**src/rtl/memory_pipelined_rw.sv**
```systemverilog
// Simple-dual-port memory with masked writes, configurable read latency and
// selectable read-during-write behaviour; only the read pipeline is reset.
module memory_pipelined_rw #(
  parameter int WIDTH        = 5,
  parameter int DEPTH        = 4,
  parameter int READ_LATENCY = 2,
  parameter int RDW_NEW_DATA = 0,
  localparam int ADDR_WIDTH  = (DEPTH > 1) ? $clog2(DEPTH) : 1
) (
  input  logic                  CLK,
  input  logic                  ASYNCRESETN,
  input  logic [ADDR_WIDTH-1:0] WADDR,
  input  logic [WIDTH-1:0]      WDATA,
  input  logic [WIDTH-1:0]      WMASK,
  input  logic                  WE,
  input  logic [ADDR_WIDTH-1:0] RADDR,
  input  logic                  RE,
  output logic [WIDTH-1:0]      RDATA,
  output logic                  RVALID
);

  localparam logic [ADDR_WIDTH:0] DEPTH_W = DEPTH[ADDR_WIDTH:0];

  logic [WIDTH-1:0]        mem_q [DEPTH];
  logic [WIDTH-1:0]        data_q [READ_LATENCY];
  logic [READ_LATENCY-1:0] vld_q;

  logic             wr_in_range;
  logic             rd_in_range;
  logic [WIDTH-1:0] wr_merged_d;
  logic [WIDTH-1:0] rd_word_d;

  assign wr_in_range = ({1'b0, WADDR} < DEPTH_W);
  assign rd_in_range = ({1'b0, RADDR} < DEPTH_W);

  always_comb begin
    wr_merged_d = '0;
    rd_word_d   = '0;
    if (wr_in_range) begin
      wr_merged_d = (mem_q[WADDR] & ~WMASK) | (WDATA & WMASK);
    end
    // Out-of-range reads are still accepted; they simply return zero.
    if (rd_in_range) begin
      if ((RDW_NEW_DATA != 0) && WE && wr_in_range && (WADDR == RADDR)) begin
        rd_word_d = wr_merged_d;
      end else begin
        rd_word_d = mem_q[RADDR];
      end
    end
  end

  always_ff @(posedge CLK) begin
    if (ASYNCRESETN && WE && wr_in_range) begin
      mem_q[WADDR] <= wr_merged_d;
    end
  end

  always_ff @(posedge CLK or negedge ASYNCRESETN) begin
    if (!ASYNCRESETN) begin
      vld_q <= '0;
      for (int unsigned i = 0; i < READ_LATENCY; i++) begin
        data_q[i] <= '0;
      end
    end else begin
      vld_q[0] <= RE;
      if (RE) begin
        data_q[0] <= rd_word_d;
      end
      // Data only moves with a valid token so RDATA holds the last read.
      for (int unsigned i = 1; i < READ_LATENCY; i++) begin
        vld_q[i] <= vld_q[i-1];
        if (vld_q[i-1]) begin
          data_q[i] <= data_q[i-1];
        end
      end
    end
  end

  assign RDATA  = data_q[READ_LATENCY-1];
  assign RVALID = vld_q[READ_LATENCY-1];

endmodule
```
**config.mk**
```make
export PLATFORM = sky130hd
export DESIGN_NAME = memory_pipelined_rw
export DESIGN_NICKNAME = d
export VERILOG_FILES = /design/src/rtl/memory_pipelined_rw.sv
export SDC_FILE = /design/constraint.sdc
export NUM_CORES = 1
export LEC_CHECK = 0
export CORE_MARGIN = 2
export CORE_UTILIZATION = 55
export DETAILED_ROUTE_END_ITERATION = 8
export PLACE_DENSITY = 0.83
export RECOVER_POWER = 25
export SLEW_MARGIN = 40
export SYNTH_ARGS = -nofsm -noshare
export SYNTH_HDL_FRONTEND = slang
export SYNTH_SLANG_ARGS = --single-unit
```
**constraint.sdc**
```tcl
create_clock -name CLK -period 3.5 [get_ports CLK]
set_input_delay 0.7 -clock CLK [delete_from_list [all_inputs] [get_ports CLK]]
set_output_delay 0.7 -clock CLK [all_outputs]
set_load 0.02 [all_outputs]
```
==> flow_metrics.env <==
export IMPL_syn_inst=110
export IMPL_netlist_cell_type_count=20
export IMPL_cts_setup_buffers=0
export IMPL_pre_cts_slack_ns=0.8997
export IMPL_combPwrFrac_pct=15.3
export IMPL_cp_start_kind="input pin"
export IMPL_ios=24
export IMPL_num_antenna_cells=0
export IMPL_switchingPower_uw=177.6
export IMPL_hold_start="RDATA[4]$_DFFE_PN0P_"
export IMPL_setup_viol=0
export IMPL_hp_class="reg -> reg"
export IMPL_synthesis_area_um2=1501
export IMPL_numClockSinks=32
export IMPL_initial_core_util_pct=59.52
export IMPL_grt_pass1_vias=972
export IMPL_antenna_found_initial=0
export IMPL_finalCritPeriodShare_pct=69.51
export IMPL_worstHoldEndpoint="RDATA[4]$_DFFE_PN0P_"
export IMPL_cts_buffers=5
export IMPL_cts_resized=0
export IMPL_holdPathStages=1
export IMPL_grt_start_max_net_pins=15
export IMPL_post_dp_hpwl_um=1885
export IMPL_wl_per_cell_um=15.75
export IMPL_fin_crit_ns=2.433
export IMPL_synth_seq_cells=32
export IMPL_worst_pin_slew_ns=0.6809
export IMPL_power_leakage_uw=0.0006601
export IMPL_coreArea_um2=2522
export IMPL_slew_headroom_pct=54.60
export IMPL_ir_drop_v=0.0003058
export IMPL_syn_avg_cell_area_um2=13.65
export IMPL_seq_power_share_pct=58.9
export IMPL_grt_use_total_pct=18.86
export IMPL_p_per_area_nw_per_um2=421.7
export IMPL_max_freq_mhz=411.0
export IMPL_setup_tns_ns=0
export IMPL_worstRegToRegCells=3
export IMPL_critical_path_class="in -> reg"
export IMPL_clock_latency_ns=0.33
export IMPL_drc_errors=0
export IMPL_fin_nets=152
export IMPL_postCtsHoldBufs=0
export IMPL_wirelength_um=2598
export IMPL_overflow=0
export IMPL_timing_rr_end="mem_q[1][3]$_DFFE_PP_"
export IMPL_max_cap_violations=0
export IMPL_final_hold_viol_count=0
export IMPL_cpPeakStageDelay_ns=0.52
export IMPL_yosysTopAreaCell="edfxtp_1"
export IMPL_status="completed"
export IMPL_rows=18
export IMPL_syn2layout_area_growth_pct=17.08
export IMPL_clk_pin_slew_worst_paths_ns=0.09
export IMPL_grt_pass1_wl_um=4395
export IMPL_final_util_pct=69.69
export IMPL_worstSetupEndpointType="flop"
export IMPL_rrSetupSlack_ns=2.10
export IMPL_switching_share_pct=23.95
export IMPL_netlist_area_leader_share_pct=40.00
export IMPL_cp_max_fo=14
export IMPL_cp_slowest_cell="dlygate4sd3_1"
export IMPL_drv_slew=0
export IMPL_dieHeight_um=56.25
export IMPL_drt_iter0_drc=27
export IMPL_via_per_inst=5.521
export IMPL_final_common_cell="clkdlybuf4s50_1"
export IMPL_skew_ns=0.01610
export IMPL_drive_above_1_share_pct=15.56
export IMPL_cts_tree="yes"
export IMPL_numPortBuffers=23
export IMPL_die_area_um2=3164
export IMPL_final_cell_mix="clkdlybuf4s50_1 (22), edfxtp_1 (20), dfrtp_1 (12), nor2b_1 (11)"
export IMPL_htree_levels=2
export IMPL_syn_num_nets=128
export IMPL_worstPathRequired_ns=3.46
export IMPL_fin_ws_ns=1.067
export IMPL_synth_seq_area_share_pct=60.00
export IMPL_postRouteAntennaNets=0
export IMPL_synth_area_leaders="edfxtp_1 (40%), dfrtp_1 (20%), mux2_2 (7.5%)"
export IMPL_power_frac_clock_pct=25.8
export IMPL_path_cells="dlygate4sd3_1 > clkbuf_1 > nand3_1 > nor2_1"
export IMPL_ys_warn_count=0
export IMPL_crit_arrival_ns=2.39
export IMPL_first_pass_iters=4
export IMPL_cell_internal_pwr_uw=563.8
export IMPL_r2r_start="mem_q[0][3]$_DFFE_PP_"
export IMPL_root_buffer="clkbuf_4"
export IMPL_dieWidth_um=56.25
export IMPL_routabilityCongestion=0.7708
export IMPL_vias=911
export IMPL_clk_path_buf_depth=2
export IMPL_rsz0062_at_grt="false"
## cells in the mapped netlist
| library cell | count |
|---|---|
| edfxtp_1 | 20 |
| dfrtp_1 | 12 |
| nor2b_1 | 11 |
| mux2_2 | 10 |
| mux2i_1 | 10 |
| nor2_1 | 7 |
| inv_1 | 6 |
| a21oi_1 | 5 |
| a311oi_1 | 5 |
| buf_4 | 5 |
| o21ai_0 | 5 |
| a2111oi_0 | 3 |
| buf_6 | 2 |
| nand2_1 | 2 |
| nor3_1 | 2 |
| a2111oi_2 | 1 |
| a2111oi_4 | 1 |
| buf_12 | 1 |
| buf_2 | 1 |
| nand3_1 | 1 |
## critical path, delay by kind of cell
kind,cells,cell delay (ns)
AND/OR/NAND/NOR,2,0.64
buffers and inverters,2,1.04
## power groups by stage
stage | Combinational (µW) | Clock, µW | Sequential, µW
floorplan | 76.7 | 0 | 443
global placement | 112 | 0 | 444
detailed placement | 115 | 0 | 445
CTS | 115 | 198 | 437
global route | 124 | 214 | 439
finish | 114 | 191 | 436
## state kept, by name, indices dropped and copies added, names as in the netlist
name	count
data_q	5
mem_q	20
RDATA	5
vld_q	2
## routing by layer
metal | part of all wire [%] | track usage (%) | routed length [µm] | vias up
met5 | 0 | 0 | 0 | -
met4 | 1.2 | 10.54 | 31 | 0
met3 | 2.7 | 5.300 | 69 | 4
met2 | 52 | 30.92 | 1343 | 16
met1 | 44 | 22.24 | 1153 | 441
li1 | - | - | - | 450
## logic make-up after synthesis
kind of cell | count (synthesis) | share of synthesized area [%]
mux | 20 | 14.17
flops | 32 | 60.00
buf+inv | 15 | 7.166
compound gates | 20 | 10.83
simple gates | 23 | 7.834
## stage by stage
stage	hold slack (ns)	cells	area (µm²)	power [µW]
2_1_floorplan	0.4044	110	1501	519.3
3_5_place_dp	0.4931	157	1712	559.8
5_1_grt	0.5339	165	1758	777.1
3_3_place_gp	0.4787	157	1707	555.8
6_report	0.5115	165	1758	741.4
4_1_cts	0.5142	165	1762	750.7
## worst max path at each step
stage               cells past startpoint  slack, ns   startpoint                     to
floorplan                               4       1.71     WADDR[1]  mem_q[2][0]$_DFFE_PP_
global placement                        3       0.83     WADDR[1]  mem_q[2][0]$_DFFE_PP_
detailed placement                      5       0.90     WADDR[1]  mem_q[2][2]$_DFFE_PP_
CTS                                     5       1.24     WADDR[1]  mem_q[3][2]$_DFFE_PP_
global route                            4       0.89  ASYNCRESETN  mem_q[2][2]$_DFFE_PP_
finish                                  4       1.07  ASYNCRESETN  mem_q[3][2]$_DFFE_PP_
## area by class of cell
class                      instances  area (µm²)
sequential                        32       900.9
fill                             196       764.5
multi-input combinational         63       498.0
timing repair buffer              26       249.0
clock buffer                       7       45.04
tap                               30       37.54
inverter                           6       22.52
clock inverter                     1       5.005
Power figures use the tool's default switching activity.
